**src/rtl/store_align_queue_if.sv**
```systemverilog
// Store-queue bus bundle: MEM-stage request side plus memory issue side.
// The slave modport is the queue; the master modport is the pipeline/memory environment.
interface store_align_queue_if #(
    parameter int XLEN = 32,
    parameter int AW   = 32
);
    logic                req_valid;
    logic                req_ready;
    logic [AW-1:0]       req_addr;
    logic [XLEN-1:0]     req_data;
    logic [1:0]          req_size;
    logic                mem_valid;
    logic                mem_ready;
    logic [AW-1:0]       mem_addr;
    logic [XLEN-1:0]     mem_wdata;
    logic [XLEN/8-1:0]   mem_wstrb;
    logic                misalign_err;
    logic                empty;

    modport master (
        output req_valid, req_addr, req_data, req_size, mem_ready,
        input  req_ready, mem_valid, mem_addr, mem_wdata, mem_wstrb, misalign_err, empty
    );

    modport slave (
        input  req_valid, req_addr, req_data, req_size, mem_ready,
        output req_ready, mem_valid, mem_addr, mem_wdata, mem_wstrb, misalign_err, empty
    );
endinterface

```
**src/rtl/store_align_queue.sv**
```systemverilog
// Store byte-lane aligner feeding an in-order DEPTH-entry issue FIFO with registered mem_* outputs.
// Optional macro STORE_MISALIGN_SPLIT_EN splits lane-crossing stores into two adjacent beats.
module store_align_queue #(
    parameter int XLEN  = 32,
    parameter int AW    = 32,
    parameter int DEPTH = 4
) (
    input logic               clk,
    input logic               rst,
    store_align_queue_if.slave bus
);
    localparam int NB = XLEN / 8;
    localparam int OW = $clog2(NB);
    localparam int PW = $clog2(DEPTH);
    localparam int CW = $clog2(DEPTH + 1);

    logic [AW-1:0]   addr_q  [DEPTH];
    logic [AW-1:0]   addr_d  [DEPTH];
    logic [XLEN-1:0] wdata_q [DEPTH];
    logic [XLEN-1:0] wdata_d [DEPTH];
    logic [NB-1:0]   wstrb_q [DEPTH];
    logic [NB-1:0]   wstrb_d [DEPTH];

    logic [PW-1:0]   rd_ptr_q, rd_ptr_d;
    logic [PW-1:0]   wr_ptr_q, wr_ptr_d;
    logic [CW-1:0]   count_q, count_d;

    logic            mem_valid_q;
    logic [AW-1:0]   mem_addr_q;
    logic [XLEN-1:0] mem_wdata_q;
    logic [NB-1:0]   mem_wstrb_q;
    logic            err_q, err_d;
    logic            empty_q;
    logic            req_ready_q, req_ready_d;

    logic [OW-1:0]     off_s;
    logic [3:0]        bytes_s;
    logic [2*NB-1:0]   base_mask_s;
    logic [2*NB-1:0]   wide_strb_s;
    logic [XLEN-1:0]   data_mask_s;
    logic [2*XLEN-1:0] wide_data_s;
    logic [AW-1:0]     base_addr_s;
    logic              illegal_s;
    logic              misalign_s;
    logic              accept_s;
    logic              deq_s;
    logic [1:0]        n_wr_s;

    // Lane alignment: the request is placed in a double-width window so the spill beat falls out directly.
    always_comb begin
        off_s   = bus.req_addr[OW-1:0];
        bytes_s = 4'd1 << bus.req_size;
        for (int i = 0; i < 2 * NB; i++) begin
            base_mask_s[i] = (i < int'(bytes_s));
        end
        for (int i = 0; i < XLEN; i++) begin
            data_mask_s[i] = base_mask_s[i / 8];
        end
        wide_strb_s = base_mask_s << off_s;
        wide_data_s = {{XLEN{1'b0}}, bus.req_data & data_mask_s} << {off_s, 3'b000};
        base_addr_s = {bus.req_addr[AW-1:OW], {OW{1'b0}}};
        illegal_s   = (XLEN == 32) && (bus.req_size == 2'd3);
        misalign_s  = ({{(5 - OW){1'b0}}, off_s} + {1'b0, bytes_s}) > 5'(NB);
        accept_s    = bus.req_valid && req_ready_q;
        deq_s       = mem_valid_q && bus.mem_ready;
    end

    // Entries written per accepted request and the error pulse for dropped requests.
    always_comb begin
`ifdef STORE_MISALIGN_SPLIT_EN
        if (accept_s && !illegal_s) begin
            n_wr_s = misalign_s ? 2'd2 : 2'd1;
        end else begin
            n_wr_s = 2'd0;
        end
        err_d = accept_s && illegal_s;
`else
        if (accept_s && !illegal_s && !misalign_s) begin
            n_wr_s = 2'd1;
        end else begin
            n_wr_s = 2'd0;
        end
        err_d = accept_s && (illegal_s || misalign_s);
`endif
    end

    // FIFO next state; a split store occupies two consecutive slots.
    always_comb begin
        addr_d  = addr_q;
        wdata_d = wdata_q;
        wstrb_d = wstrb_q;
        if (n_wr_s != 2'd0) begin
            addr_d[wr_ptr_q]  = base_addr_s;
            wdata_d[wr_ptr_q] = wide_data_s[XLEN-1:0];
            wstrb_d[wr_ptr_q] = wide_strb_s[NB-1:0];
        end else begin
            addr_d[wr_ptr_q]  = addr_q[wr_ptr_q];
        end
        if (n_wr_s == 2'd2) begin
            addr_d[wr_ptr_q + PW'(1)]  = base_addr_s + AW'(NB);
            wdata_d[wr_ptr_q + PW'(1)] = wide_data_s[2*XLEN-1:XLEN];
            wstrb_d[wr_ptr_q + PW'(1)] = wide_strb_s[2*NB-1:NB];
        end else begin
            addr_d[wr_ptr_q + PW'(1)]  = addr_d[wr_ptr_q + PW'(1)];
        end
        rd_ptr_d = rd_ptr_q + (deq_s ? PW'(1) : PW'(0));
        wr_ptr_d = wr_ptr_q + PW'(n_wr_s);
        count_d  = count_q + CW'(n_wr_s) - (deq_s ? CW'(1) : CW'(0));
`ifdef STORE_MISALIGN_SPLIT_EN
        req_ready_d = (count_d <= CW'(DEPTH - 2));
`else
        req_ready_d = (count_d < CW'(DEPTH));
`endif
    end

    // State and registered outputs; mem_* track the head of the updated FIFO.
    always_ff @(posedge clk) begin
        if (rst) begin
            for (int i = 0; i < DEPTH; i++) begin
                addr_q[i]  <= {AW{1'b0}};
                wdata_q[i] <= {XLEN{1'b0}};
                wstrb_q[i] <= {NB{1'b0}};
            end
            rd_ptr_q    <= {PW{1'b0}};
            wr_ptr_q    <= {PW{1'b0}};
            count_q     <= {CW{1'b0}};
            mem_valid_q <= 1'b0;
            mem_addr_q  <= {AW{1'b0}};
            mem_wdata_q <= {XLEN{1'b0}};
            mem_wstrb_q <= {NB{1'b0}};
            err_q       <= 1'b0;
            empty_q     <= 1'b1;
            req_ready_q <= 1'b1;
        end else begin
            addr_q      <= addr_d;
            wdata_q     <= wdata_d;
            wstrb_q     <= wstrb_d;
            rd_ptr_q    <= rd_ptr_d;
            wr_ptr_q    <= wr_ptr_d;
            count_q     <= count_d;
            mem_valid_q <= (count_d != {CW{1'b0}});
            mem_addr_q  <= addr_d[rd_ptr_d];
            mem_wdata_q <= wdata_d[rd_ptr_d];
            mem_wstrb_q <= wstrb_d[rd_ptr_d];
            err_q       <= err_d;
            empty_q     <= (count_d == {CW{1'b0}});
            req_ready_q <= req_ready_d;
        end
    end

    assign bus.req_ready    = req_ready_q;
    assign bus.mem_valid    = mem_valid_q;
    assign bus.mem_addr     = mem_addr_q;
    assign bus.mem_wdata    = mem_wdata_q;
    assign bus.mem_wstrb    = mem_wstrb_q;
    assign bus.misalign_err = err_q;
    assign bus.empty        = empty_q;
endmodule

```
**src/flat_wrapper.sv**
```systemverilog
// flat-port wrapper written by rule: the top's interface ports become plain ports
module store_align_queue_flat 
#(
    parameter int XLEN  = 32,
    parameter int AW    = 32,
    parameter int DEPTH = 4
)
  (clk, rst, bus_req_valid, bus_req_addr, bus_req_data, bus_req_size, bus_mem_ready, bus_req_ready, bus_mem_valid, bus_mem_addr, bus_mem_wdata, bus_mem_wstrb, bus_misalign_err, bus_empty);
  store_align_queue_if #(.XLEN(XLEN), .AW(AW)) bus_i ();
  input logic clk;
  input logic rst;
  input wire logic [$bits(bus_i.req_valid)-1:0] bus_req_valid;
  input wire logic [$bits(bus_i.req_addr)-1:0] bus_req_addr;
  input wire logic [$bits(bus_i.req_data)-1:0] bus_req_data;
  input wire logic [$bits(bus_i.req_size)-1:0] bus_req_size;
  input wire logic [$bits(bus_i.mem_ready)-1:0] bus_mem_ready;
  output wire logic [$bits(bus_i.req_ready)-1:0] bus_req_ready;
  output wire logic [$bits(bus_i.mem_valid)-1:0] bus_mem_valid;
  output wire logic [$bits(bus_i.mem_addr)-1:0] bus_mem_addr;
  output wire logic [$bits(bus_i.mem_wdata)-1:0] bus_mem_wdata;
  output wire logic [$bits(bus_i.mem_wstrb)-1:0] bus_mem_wstrb;
  output wire logic [$bits(bus_i.misalign_err)-1:0] bus_misalign_err;
  output wire logic [$bits(bus_i.empty)-1:0] bus_empty;
  assign bus_i.req_valid = bus_req_valid;
  assign bus_i.req_addr = bus_req_addr;
  assign bus_i.req_data = bus_req_data;
  assign bus_i.req_size = bus_req_size;
  assign bus_i.mem_ready = bus_mem_ready;
  assign bus_req_ready = bus_i.req_ready;
  assign bus_mem_valid = bus_i.mem_valid;
  assign bus_mem_addr = bus_i.mem_addr;
  assign bus_mem_wdata = bus_i.mem_wdata;
  assign bus_mem_wstrb = bus_i.mem_wstrb;
  assign bus_misalign_err = bus_i.misalign_err;
  assign bus_empty = bus_i.empty;
  store_align_queue #(.XLEN(XLEN), .AW(AW), .DEPTH(DEPTH)) u_core (.clk(clk), .rst(rst), .bus(bus_i));
endmodule
```
**config.mk**
```make
export PLATFORM = sky130hd
export DESIGN_NAME = store_align_queue_flat
export DESIGN_NICKNAME = d
export VERILOG_FILES = /design/src/rtl/store_align_queue_if.sv /design/src/rtl/store_align_queue.sv /design/src/flat_wrapper.sv
export SDC_FILE = /design/constraint.sdc
export NUM_CORES = 1
export LEC_CHECK = 0
export CORE_ASPECT_RATIO = 0.8
export CORE_MARGIN = 2
export CORE_UTILIZATION = 55
export CTS_BUF_LIST = sky130_fd_sc_hd__clkbuf_4
export CTS_CLUSTER_DIAMETER = 150
export DETAILED_ROUTE_END_ITERATION = 12
export PLACE_DENSITY = 0.76
export SYNTH_ARGS = -nofsm -noshare
export SYNTH_HDL_FRONTEND = slang
export SYNTH_SLANG_ARGS = --single-unit
```
**constraint.sdc**
```tcl
create_clock -name clk -period 5.95 [get_ports clk]
set_input_delay 0.8925 -clock clk [delete_from_list [all_inputs] [get_ports clk]]
set_output_delay 0.8925 -clock clk [all_outputs]
set_load 0.005 [all_outputs]
```
[After elaboration in Yosys (flattened, before gate mapping)]
Cells that the tools add are included.
Cells by class
  $add $sub $neg: 7
  order comparisons: 15
  equal/unequal tests: 2
  shifts and indexed selects: 3
  multiplexer cells: 40
  bitwise operators: 4
  reductions and logical operators: 13
Operators by type and width (count)
  128-bit bitwise mux: 6
  128-bit two-way mux: 4
  32-bit two-way mux: 10
  32-bit binary-select mux with 2-bit select: 4
  32-bit demux with 2-bit select: 2
  32-bit by 5-bit << shifter with 64-bit output: 1
  32-bit by 3-bit adder with 32-bit output, second input constant: 1
  32-bit bitwise AND: 1
  16-bit bitwise mux: 2
  16-bit two-way mux: 2
  4-bit demux with 2-bit select: 2
  3-bit by 4-bit less-than comparator with 1-bit output, first input constant: 4
  4-bit two-way mux: 4
  3-bit greater-or-equal comparator, second input constant: 3
  2-bit inverter with 3-bit output: 3
  4-bit binary-select mux with 2-bit select: 1
  1-bit by 4-bit less-than comparator with 1-bit output, first input constant: 2
  2-bit by 4-bit less-than comparator with 1-bit output, first input constant: 2
  8-bit by 2-bit << shifter with 8-bit output: 1
  1-bit logical AND: 7
  3-bit by 1-bit less-than comparator with 1-bit output, second input constant: 2
  2-bit by 4-bit adder with 5-bit output: 1
  5-bit by 3-bit > comparator with 1-bit output, second input constant: 1
  1-bit by 2-bit << shifter with 4-bit output, first input constant: 1
  14 further kinds: 17
Word-level totals
  flip-flop bits (word level): 351
  input port bits: 70
  logic and storage cells: 106

[Depth between registers and ports, before layout]
  depth in word-level cells: 16
  mapped depth: 15
  gate-level depth less buffers: 11

[Least setup slack after synthesis]
OpenSTA, ideal clock, no wires.
  path kind: input to register
  from: input bus_req_size[1]
  to: register u_core.empty_q, in the netlist u_core.bus.empty
  data arrival time: 3706 ps
  required time: 5833 ps
  path slack: 2127 ps
  stages: 14
  buffers on the path: 3
  cells stage by stage: buf_6 -> clkbuf_1 -> nor2_1 -> ha_1 -> inv_1 -> fa_1 -> xnor2_4 -> a221oi_4 -> clkbuf_1 -> nand2b_1 -> fa_1 -> xnor2_1 -> a31oi_1 -> inv_1
On the way
  word-level cells in the longest chain between the ends: 9
RTL lines
  from (decl): line flat_wrapper.sv:15  | input wire logic [$bits(bus_i.req_size)-1:0] bus_req_size;
  1-bit by 2-bit << shifter with 4-bit output: line store_align_queue.sv:52  | bytes_s = 4'd1 << bus.req_size;
  2-bit by 4-bit adder with 5-bit output: line store_align_queue.sv:63  | misalign_s = ({{(5 - OW){1'b0}}, off_s} + {1'b0, bytes_s}) > 5'(NB);
  5-bit by 3-bit > comparator with 1-bit output: line store_align_queue.sv:63
  1-bit logical NOT: line store_align_queue.sv:78  | if (accept_s && !illegal_s && !misalign_s) begin
  1-bit logical AND (*): line store_align_queue.sv:78
  1-bit two-way mux (*): line store_align_queue.sv:78
  3-bit by 1-bit adder with 3-bit output (*): line store_align_queue.sv:108  | count_d = count_q + CW'(n_wr_s) - (deq_s ? CW'(1) : CW'(0));
  3-bit subtractor (*): line store_align_queue.sv:108
  3-bit logical NOT (*): line store_align_queue.sv:146  | empty_q <= (count_d == {CW{1'b0}});
  to (signal assigned): line store_align_queue.sv:146
  to (decl): line store_align_queue.sv:33  | logic empty_q;
Every way passes the cells marked *; elsewhere a longest branch is shown, timed or not.
A chain may end at the register's enable or synchronous reset.

[Worst setup path after layout]
  from: register u_core.wr_ptr_q[1]
  to: register u_core.mem_addr_q[6], in the netlist u_core.bus.mem_addr[6]
On the way
  word-level cells in the longest chain between the ends: 15
RTL lines
  from (decl): line store_align_queue.sv:25  | logic [PW-1:0] wr_ptr_q, wr_ptr_d;
  from (signal assigned): line store_align_queue.sv:125  | wr_ptr_q <= {PW{1'b0}};
  from (signal assigned): line store_align_queue.sv:139  | wr_ptr_q <= wr_ptr_d;
  2-bit inverter with 3-bit output (implied by the code): line store_align_queue.sv:93, store_align_queue.sv:97
  3-bit greater-or-equal comparator (implied by the code) or 3-bit by 1-bit less-than comparator with 1-bit output (tied branches): line store_align_queue.sv:93, store_align_queue.sv:97
  1-bit logical AND (implied by the code): line store_align_queue.sv:93, store_align_queue.sv:97
  32-bit two-way mux (implied by the code): line store_align_queue.sv:93, store_align_queue.sv:97
  32-bit demux with 2-bit select: line store_align_queue.sv:93, store_align_queue.sv:97
  128-bit bitwise mux, on equally long branches: line store_align_queue.sv:97, store_align_queue.sv:93
  128-bit two-way mux: line store_align_queue.sv:92  | if (n_wr_s != 2'd0) begin
  32-bit binary-select mux with 2-bit select: line store_align_queue.sv:104  | addr_d[wr_ptr_q + PW'(1)] = addr_d[wr_ptr_q + PW'(1)];
  32-bit two-way mux (implied by the code) (2 in a row): line store_align_queue.sv:104
  128-bit bitwise mux: line store_align_queue.sv:104
  128-bit two-way mux (*): line store_align_queue.sv:99  | if (n_wr_s == 2'd2) begin
  32-bit binary-select mux with 2-bit select (*): line store_align_queue.sv:142  | mem_addr_q <= addr_d[rd_ptr_d];
  32-bit two-way mux (implied by the code) (*) (2 in a row): line store_align_queue.sv:142
  to (signal assigned): line store_align_queue.sv:128  | mem_addr_q <= {AW{1'b0}};
  to (signal assigned): line store_align_queue.sv:142
  to (decl): line store_align_queue.sv:29  | logic [AW-1:0] mem_addr_q;
Every way passes the cells marked *; elsewhere a longest branch is shown, timed or not. The select of a mux whose other input is x is not followed.

==> impl_metrics.py <==
metrics = {
    "run_status": {
        "status": "completed",
    },
    "layout": {
        "drive_above_1_share_pct": 11.8,
        "syn_to_final_growth_pct": 13.4,
        "num-nets-final": 2255,
        "final_common_cell": "dfxtp_1",
        "most-common-layout-cells": "349 x dfxtp_1, 297 x nor2_1, 172 x a21oi_1, 164 x o22ai_1, 155 x nand2_1",
    },
    "cts": {
        "cts_resized": 0,
        "clk_latency_ps": 770,
        "postCtsHoldBufs": 0,
        "h-tree-depth": 3,
        "cts_tree": "done",
        "post_cts_buffers": 0,
        "cts_root_buffer": "clkbuf_4",
        "numClockSinks": 351,
        "numCtsBuffers": 89,
        "clk_pin_slew_ps": 70,
        "max-clock-path-buffers": 3,
    },
    "critical_path": {
        "reg2reg_from": "u_core.wr_ptr_q[1]$_SDFF_PP0_",
        "cpLargestDelayFamily": "compound AO/OA/AOI/OAI gates",
        "crit_start": "u_core.wr_ptr_q[1]$_SDFF_PP0_",
        "crit_path_end_kind": "register",
        "cpMaxStageDelayCell": "dfxtp_2",
        "cp-start-kind": "register",
        "cp-endpoint": "u_core.bus.mem_addr[6]$_SDFF_PP0_",
        "reg2reg_depth": 9,
        "critPathKind": "reg -> reg",
        "r2r_slack_ps": 1670,
        "cp.depth": 9,
        "r2r-end": "u_core.bus.mem_addr[6]$_SDFF_PP0_",
        "required_ps": 6620,
        "timing.critical_path.buf_inv": 2,
        "crit_chain": "inv_1, ha_1, or2_2, o22ai_1, buf_4, a21o_1, a211oi_1, o2bb2a_1, nand3_1",
        "worst-endpoint-arrival_ps": 4950,
        "worstPathMaxFanout": 27,
        "max_stage_delay_ps": 960,
    },
    "synthesis": {
        "synthCells": 2109,
        "synthArstFlopShare_pct": 0,
        "yosysSeqAreaShare_pct": 38.1,
        "synth_nets": 2193,
        "syn_area_per_cell_um2": 8.75,
        "synth-edff-count": 0,
        "ys.flop_type": "dfxtp_1",
        "ys_ff_latch": 351,
        "syn_area_mm2": 0.0185,
        "synth_cell_types": 60,
        "yosys_warnings": 0,
    },
    "floorplan": {
        "fp.dieH_um": 168,
        "die_area_mm2": 0.0351,
        "initial_core_util_pct": 56.3,
        "pin_count": 142,
        "die_w_um": 209,
        "rows": 59,
        "coreArea_mm2": 0.0328,
    },
    "global_route": {
        "grt_pass1_vias": 17506,
        "grt_pass1_wl_mm": 94.9,
        "grt.total_usage_pct": 33.7,
        "grt_max_degree": 181,
        "grt_overflow": 0,
        "antenna_found_initial": 3,
    },
    "sta": {
        "max-slew-margin-rel_pct": 7.97,
        "setup_viol": 0,
        "worst_pin_slew_ps": 1380,
        "finalHoldViolations": 0,
        "fin_crit_sh_pct": 72.0,
        "fmax_mhz": 233,
        "grt_setup_unrepaired": "false",
        "finalSetupTns_ps": 0,
        "hold_ws_ps": 456,
        "period_minus_slack_ps": 4280,
        "clock_skew_ps": 71.4,
        "slew_viol_final": 0,
    },
    "detailed_routing": {
        "wl_per_cell_um": 22.9,
        "drc_errors": 0,
        "drt_wl_total_mm": 60.9,
        "ant_nets": 0,
        "vias": 18228,
        "firstDrtPassIters": 8,
        "drtIter0Drc": 2551,
        "viasPerCell": 6.86,
    },
    "min_path": {
        "hold_class": "reg -> reg",
    },
    "pwr": {
        "total_power_w": 0.00795,
        "p_leak_nw": 7.03,
        "peakVddDrop_uv": 211,
        "p_per_area_mw_per_mm2": 380,
    },
    "place": {
        "globalplace.congestion": 0.902,
        "portBuffers": 141,
        "dpl.hpwl_mm": 35.9,
    },
    "job": {
        "maxCapViolations": 0,
    },
}
[metrics by stage]
stage          setup slack (ps)  utilization [%]  area (µm²)  instances
2_1_floorplan              2130                -       18500       2109
5_1_grt                    1530             63.8       20900       2656
3_3_place_gp               1120             60.6       19900       2507
4_1_cts                    1790             63.8       20900       2654
3_5_place_dp               1010             60.6       19900       2507
6_report                   1670             63.8       20900       2656
[power by group]
group          total, W  internal, W  leakage, nW  switching [W]
Combinational   0.00303      0.00125         3.54        0.00178
Sequential      0.00294      0.00270         2.86       0.000241
Clock           0.00199      0.00100        0.629       0.000984
Total           0.00795      0.00495         7.03        0.00300
[final cells by class]
| class | instances | area [µm²] |
|---|---|---|
| antenna | 2 | 5.00 |
| clock buffer | 125 | 938 |
| clock inverter | 22 | 119 |
| fill | 2826 | 11900 |
| inverter | 13 | 48.8 |
| multi-input combinational | 1534 | 10500 |
| sequential | 351 | 7030 |
| tap | 427 | 534 |
| timing repair buffer | 182 | 1740 |
[cells in the mapped netlist (9+ instances only)]
cell type	instances	area, µm²
mux2i_1	95	951
nand2b_1	9	56.3
o2bb2a_1	24	240
nor3_1	13	65.1
a311oi_1	25	219
ha_1	12	150
o32ai_1	13	114
nand2_1	155	582
a221o_1	12	120
mux4_2	47	1060
nand3_1	40	200
nor2b_1	9	56.3
a211oi_1	144	1080
a221oi_1	12	105
a21o_1	22	165
a22o_1	23	201
clkbuf_1	168	631
inv_1	11	41.3
buf_2	14	70.1
a22oi_1	40	300
nor2_1	297	1110
dfxtp_1	351	7030
o22ai_1	164	1030
o221ai_1	36	315
a21oi_1	172	861
and2_1	11	68.8
o21ai_0	66	330
o31ai_1	17	128
buf_1	14	52.6
mux2i_4	17	383
[how the worst min path moves through the flow]
stage,startpoint,end,depth (start not counted)
2_1_floorplan,u_core.wdata_q[10]$_SDFF_PP0_,u_core.wdata_q[10]$_SDFF_PP0_,2
3_3_place_gp,u_core.wdata_q[41]$_SDFF_PP0_,u_core.wdata_q[41]$_SDFF_PP0_,2
3_5_place_dp,u_core.wdata_q[46]$_SDFF_PP0_,u_core.wdata_q[46]$_SDFF_PP0_,2
4_1_cts,u_core.wdata_q[46]$_SDFF_PP0_,u_core.wdata_q[46]$_SDFF_PP0_,2
5_1_grt,u_core.wdata_q[9]$_SDFF_PP0_,u_core.wdata_q[9]$_SDFF_PP0_,2
6_report,u_core.wdata_q[46]$_SDFF_PP0_,u_core.wdata_q[46]$_SDFF_PP0_,2
[state kept, by name (all words and copies together), names as in the netlist]
signal / count
u_core.bus.misalign_err: 1
u_core.wr_ptr_q: 2
u_core.wdata_q: 128
u_core.rd_ptr_q: 2
u_core.bus.mem_wdata: 32
u_core.bus.empty: 1
u_core.addr_q: 128
u_core.count_q: 3
u_core.bus.mem_wstrb: 4
u_core.bus.mem_addr: 32
u_core.wstrb_q: 16
u_core.bus.mem_valid: 1
u_core.bus.req_ready: 1
[logic make-up after synthesis]
logic type,share of synthesized area (%)
multiplexers,13.1
flip-flops,38.1
AO/OA/AOI/OAI,29.8
AND/OR/NAND/NOR,12.4
adder cells (fa/ha/maj),1.03
buffers and inverters,5.31
XOR/XNOR,0.339
[worst reg2reg max path, delay by kind of cell, from the launching register on]
family	cells	cell delay, ps
AO/OA/AOI/OAI	4	1310
flip-flops	1	960
AND/OR/NAND/NOR	2	740
adder cells (fa/ha/maj)	1	630
buffers and inverters	2	540
[routing by layer]
metal,track usage (%),vias up,wire length [µm]
li1,-,8162,-
met1,46.2,8446,24500
met2,50.4,1376,25700
met3,9.18,242,8490
met4,13.5,2,2190
met5,0,-,13
No activity file was read; power rests on OpenSTA's default activity.
